File: src/rtl/ctrl_multi_input_queue.sv
// Per-channel one-entry descriptor staging, round-robin arbitration into a shared
// show-ahead FIFO, and saturating accounting of descriptors dropped at staging.
module ctrl_multi_input_queue #(
  parameter  int CH_NUM   = 2,
  parameter  int BUFID_W  = 9,
  parameter  int INPORT_W = 4,
  parameter  int DEPTH    = 16,
  localparam int AW       = $clog2(DEPTH),
  localparam int DW       = 1 + INPORT_W + BUFID_W,
  localparam int CW       = $clog2(CH_NUM)
) (
  input  logic                         i_clk,
  input  logic                         i_rst_n,
  input  logic [CH_NUM*BUFID_W-1:0]    iv_pkt_bufid_ctrl,
  input  logic [CH_NUM*INPORT_W-1:0]   iv_pkt_inport_ctrl,
  input  logic [CH_NUM-1:0]            iv_mac_entry_hit_ctrl,
  input  logic [CH_NUM-1:0]            iv_pkt_bufid_wr_ctrl,
  input  logic                         i_fifo_rd,
  output logic [DW-1:0]                ov_fifo_rdata,
  output logic                         o_fifo_empty,
  output logic                         o_fifo_full,
  output logic [AW:0]                  ov_fifo_usedw,
  output logic                         o_drop_pulse,
  output logic [15:0]                  ov_drop_cnt
);

  localparam logic [AW:0] FULL_CNT = (AW+1)'(DEPTH);

  logic [CH_NUM-1:0] stg_v_q, stg_v_d;
  logic [DW-1:0]     stg_data_q [CH_NUM];
  logic [DW-1:0]     stg_data_d [CH_NUM];
  logic [CW-1:0]     last_grant_q, last_grant_d;
  logic [AW-1:0]     wr_ptr_q, wr_ptr_d;
  logic [AW-1:0]     rd_ptr_q, rd_ptr_d;
  logic [AW:0]       usedw_q, usedw_d;
  logic [15:0]       drop_cnt_q, drop_cnt_d;
  logic              drop_pulse_q, drop_pulse_d;
  logic [DW-1:0]     mem_q [DEPTH];

  logic              rd_en;
  logic              can_wr;
  logic              found;
  logic              grant_vld;
  logic [CW-1:0]     grant_idx;
  logic [CW-1:0]     cand;
  logic [CH_NUM-1:0] grant_oh;
  logic [3:0]        drop_num;
  logic [16:0]       drop_sum;

  assign rd_en  = i_fifo_rd && (usedw_q != '0);
  // A full FIFO still accepts a write when the head is popped on the same edge.
  assign can_wr = (usedw_q != FULL_CNT) || rd_en;

  always_comb begin
    // NOTE: every combinational variable gets a default first, so no path can infer a latch.
    found     = 1'b0;
    grant_idx = '0;
    cand      = last_grant_q;
    grant_oh  = '0;
    for (int i = 0; i < CH_NUM; i++) begin
      cand = (cand == CW'(CH_NUM - 1)) ? '0 : cand + CW'(1);
      if (!found && stg_v_q[cand]) begin
        found     = 1'b1;
        grant_idx = cand;
      end
    end
    grant_vld = found && can_wr;
    if (grant_vld) grant_oh[grant_idx] = 1'b1;
    last_grant_d = grant_vld ? grant_idx : last_grant_q;
  end

  always_comb begin
    stg_v_d    = stg_v_q;
    stg_data_d = stg_data_q;
    drop_num   = '0;
    for (int c = 0; c < CH_NUM; c++) begin
      if (iv_pkt_bufid_wr_ctrl[c]) begin
        if (!stg_v_q[c] || grant_oh[c]) begin
          stg_v_d[c]    = 1'b1;
          stg_data_d[c] = {iv_mac_entry_hit_ctrl[c],
                           iv_pkt_inport_ctrl[c*INPORT_W +: INPORT_W],
                           iv_pkt_bufid_ctrl[c*BUFID_W +: BUFID_W]};
        end else begin
          drop_num = drop_num + 4'd1;
        end
      end else if (grant_oh[c]) begin
        stg_v_d[c] = 1'b0;
      end
    end
    drop_sum     = {1'b0, drop_cnt_q} + {13'd0, drop_num};
    drop_cnt_d   = drop_sum[16] ? 16'hFFFF : drop_sum[15:0];
    drop_pulse_d = (drop_num != '0);
  end

  always_comb begin
    wr_ptr_d = grant_vld ? wr_ptr_q + AW'(1) : wr_ptr_q;
    rd_ptr_d = rd_en ? rd_ptr_q + AW'(1) : rd_ptr_q;
    usedw_d  = usedw_q;
    if (grant_vld && !rd_en)      usedw_d = usedw_q + (AW+1)'(1);
    else if (!grant_vld && rd_en) usedw_d = usedw_q - (AW+1)'(1);
  end

  // NOTE: sequential state uses non-blocking assignments so every flop samples pre-edge values.
  always_ff @(posedge i_clk) begin
    if (!i_rst_n) begin
      stg_v_q      <= '0;
      last_grant_q <= CW'(CH_NUM - 1);
      wr_ptr_q     <= '0;
      rd_ptr_q     <= '0;
      usedw_q      <= '0;
      drop_cnt_q   <= '0;
      drop_pulse_q <= 1'b0;
    end else begin
      stg_v_q      <= stg_v_d;
      last_grant_q <= last_grant_d;
      wr_ptr_q     <= wr_ptr_d;
      rd_ptr_q     <= rd_ptr_d;
      usedw_q      <= usedw_d;
      drop_cnt_q   <= drop_cnt_d;
      drop_pulse_q <= drop_pulse_d;
    end
  end

  // NOTE: payload storage has no reset; stg_v_q and usedw_q alone decide what is valid.
  always_ff @(posedge i_clk) begin
    stg_data_q <= stg_data_d;
    if (grant_vld) mem_q[wr_ptr_q] <= stg_data_q[grant_idx];
  end

  assign ov_fifo_rdata = mem_q[rd_ptr_q];
  assign o_fifo_empty  = (usedw_q == '0);
  assign o_fifo_full   = (usedw_q == FULL_CNT);
  assign ov_fifo_usedw = usedw_q;
  assign o_drop_pulse  = drop_pulse_q;
  assign ov_drop_cnt   = drop_cnt_q;

endmodule

File: config.mk
export PLATFORM = sky130hd
export DESIGN_NAME = ctrl_multi_input_queue
export DESIGN_NICKNAME = d
export VERILOG_FILES = /design/src/rtl/ctrl_multi_input_queue.sv
export SDC_FILE = /design/constraint.sdc
export NUM_CORES = 1
export LEC_CHECK = 0
export ABC_CLOCK_PERIOD_IN_PS = 5100
export CAP_MARGIN = 15
export CORE_MARGIN = 4
export CORE_UTILIZATION = 40
export DETAILED_ROUTE_END_ITERATION = 10
export HOLD_SLACK_MARGIN = 0.06
export SLEW_MARGIN = 0
export SYNTH_ARGS = -nofsm -noshare
export SYNTH_HDL_FRONTEND = slang
export SYNTH_SLANG_ARGS = --single-unit
File: constraint.sdc
create_clock -name i_clk -period 5.1 [get_ports i_clk]
set_clock_uncertainty 0.2 [all_clocks]
set_input_delay 0.765 -clock i_clk [delete_from_list [all_inputs] [get_ports i_clk]]
set_output_delay 0.765 -clock i_clk [all_outputs]
set_load 0.05 [all_outputs]
==> impl_metrics.csv, run 1 <==
group,metric,value,unit
yosys,synth_edf_count,252,
finish,drive_gt1_share,20.5,%
detailed_routing,wl_met1,9900,um
run_status,status,"finished, final reports clean",
detailed_routing,drcViolationCount,0,
floorplan,initial_core_util,40.8,%
cts,cts_hold_buf,0,
worst_hold_path,hp-class,"reg -> reg",
yosys,yosysSeqAreaShare,73.2,%
place,port_buffers,70,
yosys,synth.area.top_cells,"edfxtp_1 67%, mux4_2 11%, dfxtp_1 6.5%, a22oi_1 1.9%, mux2_2 1.5%",
sta,setup_viol,0,
power,leakage,4.41,nW
sta,maxSlewViolCount,0,
global_route,grt_pass1_wl,36200,um
power,p_int,4.86,mW
sta,worst_pin_slew,1.07,ns
sta,period_needed,4.16,ns
setup_path,crit_type,"reg -> out",
setup_path,required,4.14,ns
setup_path,worstPathCellList,"buf_12, mux4_2, a22oi_1, nand2_1, clkdlybuf4s50_1",
finish,antenna_cells_inserted,0,
detailed_routing,dr_wl_met3,848,um
yosys,ys_ff_latch,289,
yosys,synth_top_area_cell,"edfxtp_1",
power,p_seq_share,43.4,%
global_route,grt_usage,15.0,%
cts,cts.sinks,289,
power,power.share.switching,27.1,%
finish,fill_cells,2277,
power,power.share.clock,34.9,%
yosys,async_flop_share,0,%
detailed_routing,route.detailed.vias_per_inst,5.33,
sta,whs,0.327,ns
yosys,synthFlopType,"edfxtp_1",
finish,nNetsFinal,737,
yosys,synth.most_common_cell,"edfxtp_1",
floorplan,fp.coreArea,27900,um2
floorplan,fp.dieW,176,um
detailed_routing,num_vias,5815,
finish,post-route-util,48.7,%
power,switching_power,1.80,mW
sta,rsz0062_at_grt,"false",
sta,hold_viol,0,
cts,clock_latency,0.53,ns
cts,htreeDepth,1,
cts,cts_buffers,28,
setup_path,cp_max_fo,34,
setup_path,slowest_delay,0.71,ns
place,dp_hpwl,14200,um
detailed_routing,dr.max_layer_used,"met4",
place,pre_cts_slack,0.665,ns
cts,tritoncts,"yes",
floorplan,io_pins,71,
cts,clockBufferDepth,3,
global_route,gr-total-overflow,0,
detailed_routing,wl_met2,11700,um
global_route,antenna_found_initial,0,
yosys,avgSynthCellArea,18.7,um2
worst_hold_path,hp-start,"rd_ptr_q[3]",
sta,fmax,0.240,GHz
sta,layout_setup_ws,0.941,ns
detailed_routing,antenna_left,0,
cts,cts_resized,0,
finish,syn2layout_area_growth,19.6,%
yosys,ys_types,53,
cts,root_buffer,"clkbuf_16",
floorplan,die_h,176,um
power,combPwrFrac,21.6,%
yosys,synthesis.instances,608,
cts,post_cts_buffers,0,
setup_path,crit_path_start_kind,"flip-flop",
place,gp_congestion,0.782,
run,cap_violations,0,
place,dp.cells,1038,
detailed_routing,initialDrtViolationCount,332,
finish,fin_cells,1090,
setup_path,timing.rr.start,"ov_fifo_usedw[0]",
yosys,synth.yosys.warnings,0,
power,p_total,6.66,mW
finish,finalInstanceArea,13600,um2
floorplan,rows,61,
global_route,grt_max_degree,57,
setup_path,cp_slowest_cell,"clkdlybuf4s50_1",
yosys,synth_commonest_cells,"252 x edfxtp_1, 56 x mux4_2, 37 x dfxtp_1",
yosys,synth_top_area_share,66.6,%
sta,fin_crit_sh,81.6,%
power,ir_drop,292,uV
yosys,netlist_area,11400,um2
place,post_dp_cell_area,12500,um2
power,p_per_area,490,nW/um2
setup_path,critPathCaptureType,"output pin",
detailed_routing,dr.pass1.iters,4,
global_route,first_global_vias,6271,
sta,finalSetupTns,0,ns
floorplan,dieArea,31100,um2
detailed_routing,wl_per_cell,21.0,um
sta,slew_headroom,29.0,%
cts,path_clk_slew,0.07,ns
detailed_routing,wirelength,22900,um
yosys,synthesis.nets,655,
setup_path,cp.arrival,3.19,ns
sequential cells by signal, indices dropped and copies added, names as in the netlist, named ones only:
name,count
last_grant_q,1
mem_q,224
o_drop_pulse,1
ov_drop_cnt,16
ov_fifo_usedw,5
rd_ptr_q,4
stg_data_q,28
stg_v_q,2
wr_ptr_q,4
per-layer routing:
layer	global-route usage, %	vias up
met4	3.71	0
met3	2.25	34
met5	0	-
met2	26.2	122
li1	-	2613
met1	20.0	3046
final cells by class:
class | count | area, um2 | share of cell area (%)
clock inverters | 13 | 223 | 1.64
inverters | 14 | 52.6 | 0.387
multi-input cells | 280 | 2890 | 21.3
well taps | 378 | 473 | 3.48
clock buffers | 39 | 858 | 6.32
flip-flops and latches | 289 | 8320 | 61.2
repair buffers | 77 | 766 | 5.64
power groups by stage:
stage          clock network [mW]  registers (mW)  logic, mW
3_5_place_dp                    0            2.95       1.46
3_3_place_gp                    0            2.94       1.44
2_1_floorplan                   0            2.86       1.13
4_1_cts                      2.38            2.90       1.47
5_1_grt                      2.47            2.92       1.56
6_report                     2.33            2.89       1.44
worst max-delay path: cells and delay by family (launching register included):
kind / cells / cell delay [ns]
flops: 1 / 0.67
buf+inv: 2 / 1.06
simple gates: 1 / 0.10
compound gates: 1 / 0.28
mux: 1 / 0.54
placed cells by master, fill, tap and decap left out, drive strengths merged, types with 6 or more instances in the layout:
cell type | Yosys | final
a21oi | 17 | 17
ha | 12 | 12
a22oi | 28 | 28
nand2 | 26 | 26
mux2 | 15 | 15
buf | 15 | 7
mux4 | 56 | 56
clkdlybuf4s50 | 0 | 70
inv | 13 | 14
nor2b | 8 | 8
xnor2 | 9 | 9
dfxtp | 37 | 37
xor2 | 6 | 6
o21ai | 6 | 6
bufinv | 0 | 6
nand3 | 8 | 8
edfxtp | 252 | 252
and3 | 15 | 15
nor2 | 23 | 23
clkbuf | 10 | 39
kinds of logic after synthesis:
group	after synthesis	synth area share, %
mux	75	12.9
fa+ha+maj	14	1.67
buf+inv	39	1.53
flops	289	73.2
xor+xnor	15	1.16
simple gates	104	4.99
compound gates	72	4.53
path summary, 6_finish.rpt:
check | to | slack, ns | cells past startpoint
worst max-delay path | ov_fifo_rdata[0] | 0.94 | 5
worst min-delay path | flip-flop | 0.33 | 2
worst max register to register | ov_drop_cnt[0] | 1.19 | 12
worst min register to register | flip-flop | 0.33 | 2
Power figures use the tool's default switching activity.
==> run 2, diff against run 1 <==
--- a/config.mk
+++ b/config.mk
@@ -5,7 +5,7 @@
 export SDC_FILE = /design/constraint.sdc
 export NUM_CORES = 1
 export LEC_CHECK = 0
-export ABC_CLOCK_PERIOD_IN_PS = 5100
+export ABC_CLOCK_PERIOD_IN_PS = 4000
 export CAP_MARGIN = 15
 export CORE_MARGIN = 4
 export CORE_UTILIZATION = 40
==> constraint.sdc (replaced) <==
create_clock -name i_clk -period 4 [get_ports i_clk]
set_clock_uncertainty 0.2 [all_clocks]
set_input_delay 0.6 -clock i_clk [delete_from_list [all_inputs] [get_ports i_clk]]
set_output_delay 0.6 -clock i_clk [all_outputs]
set_load 0.05 [all_outputs]
==> run 2 against run 1 <==
- clock-buffer cell count is 2 lower
- core utilization is 0.11 points higher
- via count rose by 2.8%
- combinational power increased by 37%
- largest cell class unchanged
- design area rose by 0.22%
==> impl_metrics.csv, run 2 (synthesis gave the netlist of run 1 again) <==
group,metric,value,unit
run_status,status,"finished, final reports clean",
floorplan,fp.dieW,176,um
setup_path,critPathCaptureType,"output pin",
global_route,grt_usage,15.4,%
setup_path,reg2reg_to,"ov_drop_cnt[1]",
power,ir_drop,392,uV
detailed_routing,wl_per_cell,21.3,um
cts,htreeDepth,1,
global_route,first_global_vias,6430,
cts,cts.sinks,289,
sta,fmax,0.261,GHz
finish,post-route-util,48.8,%
finish,antenna_cells_inserted,0,
run,cap_violations,0,
floorplan,initial_core_util,40.8,%
setup_path,timing.rr.start,"ov_fifo_usedw[0]",
setup_path,rrSetupSlack,0.41,ns
sta,worst_pin_slew,0.745,ns
place,dp_hpwl,15500,um
setup_path,crit_type,"reg -> out",
floorplan,die_h,176,um
detailed_routing,route.detailed.vias_per_inst,5.32,
sta,maxSlewViolCount,0,
place,pre_cts_slack,0.0400,ns
global_route,grt_max_degree,57,
sta,slew_headroom,50.3,%
detailed_routing,dr.pass1.iters,4,
power,leakage,4.53,nW
setup_path,required,3.20,ns
cts,clockBufferDepth,3,
power,p_per_area,592,nW/um2
finish,nNetsFinal,769,
power,p_total,8.05,mW
floorplan,dieArea,31100,um2
floorplan,io_pins,71,
setup_path,crit_path_start_kind,"flip-flop",
sta,fin_crit_sh,95.9,%
sta,rsz0062_at_grt,"false",
detailed_routing,drcViolationCount,0,
finish,finalInstanceArea,13600,um2
cts,cts_hold_buf,0,
worst_hold_path,hold_depth,1,
global_route,gr-total-overflow,0,
cts,path_clk_slew,0.06,ns
finish,fin_cells,1123,
cts,cts_resized,0,
sta,whs,0.301,ns
setup_path,cp_max_fo,16,
worst_hold_path,hp-class,"reg -> reg",
finish,regMostFlops,"mem_q",
sta,hold_viol,0,
detailed_routing,antenna_left,0,
sta,finalSetupTns,0,ns
finish,largest_reg_flops,224,
floorplan,rows,61,
worst_hold_path,whs_endpoint,"ov_drop_cnt[11]",
place,dp.cells,1069,
setup_path,cp.arrival,3.04,ns
place,post_dp_cell_area,12700,um2
place,port_buffers,70,
worst_hold_path,hp-start,"ov_drop_cnt[11]",
setup_path,reg2reg_depth,12,
global_route,grt_pass1_wl,37100,um
cts,post_cts_buffers,0,
detailed_routing,dr.max_layer_used,"met4",
detailed_routing,initialDrtViolationCount,388,
detailed_routing,wl_met2,12300,um
floorplan,fp.coreArea,27900,um2
finish,fill_cells,2283,
cts,root_buffer,"clkbuf_16",
detailed_routing,num_vias,5976,
detailed_routing,dr_wl_met3,1140,um
cts,cts_buffers,29,
sta,setup_viol,0,
cts,tritoncts,"yes",
finish,drive_gt1_share,21.7,%
cts,clock_latency,0.54,ns
detailed_routing,wirelength,23900,um
global_route,antenna_found_initial,0,
finish,final_common_cell,"edfxtp_1",
sta,period_needed,3.84,ns
finish,layout_common_cells,"252 x edfxtp_1, 63 x clkdlybuf4s50_1, 56 x mux4_2, 36 x buf_4, 35 x dfxtp_1",
finish,syn2layout_area_growth,19.8,%
sta,layout_setup_ws,0.165,ns
detailed_routing,wl_met1,9750,um
place,gp_congestion,0.788,
run 2: cell count changes in the layout (fill, tap and decap cells not counted), sizes merged:
cell | previous run | this run
clkbuf | 39 | 37
clkinv | 5 | 14
buf | 7 | 38
bufinv | 6 | 1
dlymetal6s2s | 0 | 7
clkdlybuf4s50 | 70 | 63
run 2: worst max path at each step:
| stage | start | to | slack [ns] |
|---|---|---|---|
| after global placement | i_fifo_rd | ov_drop_cnt[0] | 0.14 |
| after global routing | flip-flop | ov_fifo_rdata[11] | 0.003 |
| final | flip-flop | ov_fifo_rdata[11] | 0.16 |
| after floorplan | ov_fifo_usedw[0] | ov_drop_cnt[13] | 0.35 |
| after CTS | flip-flop | ov_fifo_rdata[10] | 0.01 |
| after detailed placement | i_fifo_rd | ov_drop_cnt[5] | 0.04 |
run 2: area by class of cell:
cell class | count | area (um2) | area share (%)
sequential | 289 | 8310 | 61.1
clock buffer | 37 | 756 | 5.55
timing repair buffer | 108 | 1030 | 7.56
tap | 378 | 473 | 3.48
multi-input combinational | 280 | 2880 | 21.2
clock inverter | 17 | 104 | 0.763
inverter | 14 | 52.6 | 0.386
run 2: worst max-delay path: stages, from the launching register on:
cell	delay [ns]
dfxtp_4	0.56
buf_4	0.31
mux4_2	0.52
a22oi_1	0.18
nand2_1	0.15
clkdlybuf4s50_1	0.74
run 2: layer usage:
| metal | track usage (%) | up-vias |
|---|---|---|
| met1 | 19.9 | 3098 |
| li1 | - | 2672 |
| met5 | 0 | - |
| met3 | 2.03 | 51 |
| met4 | 4.35 | 0 |
| met2 | 27.3 | 155 |
run 2: where the power goes:
part,total (mW),switching (mW),internal (mW)
Clock,2.48,1.09,1.39
Sequential,3.59,0.129,3.46
Combinational,1.98,1.12,0.864
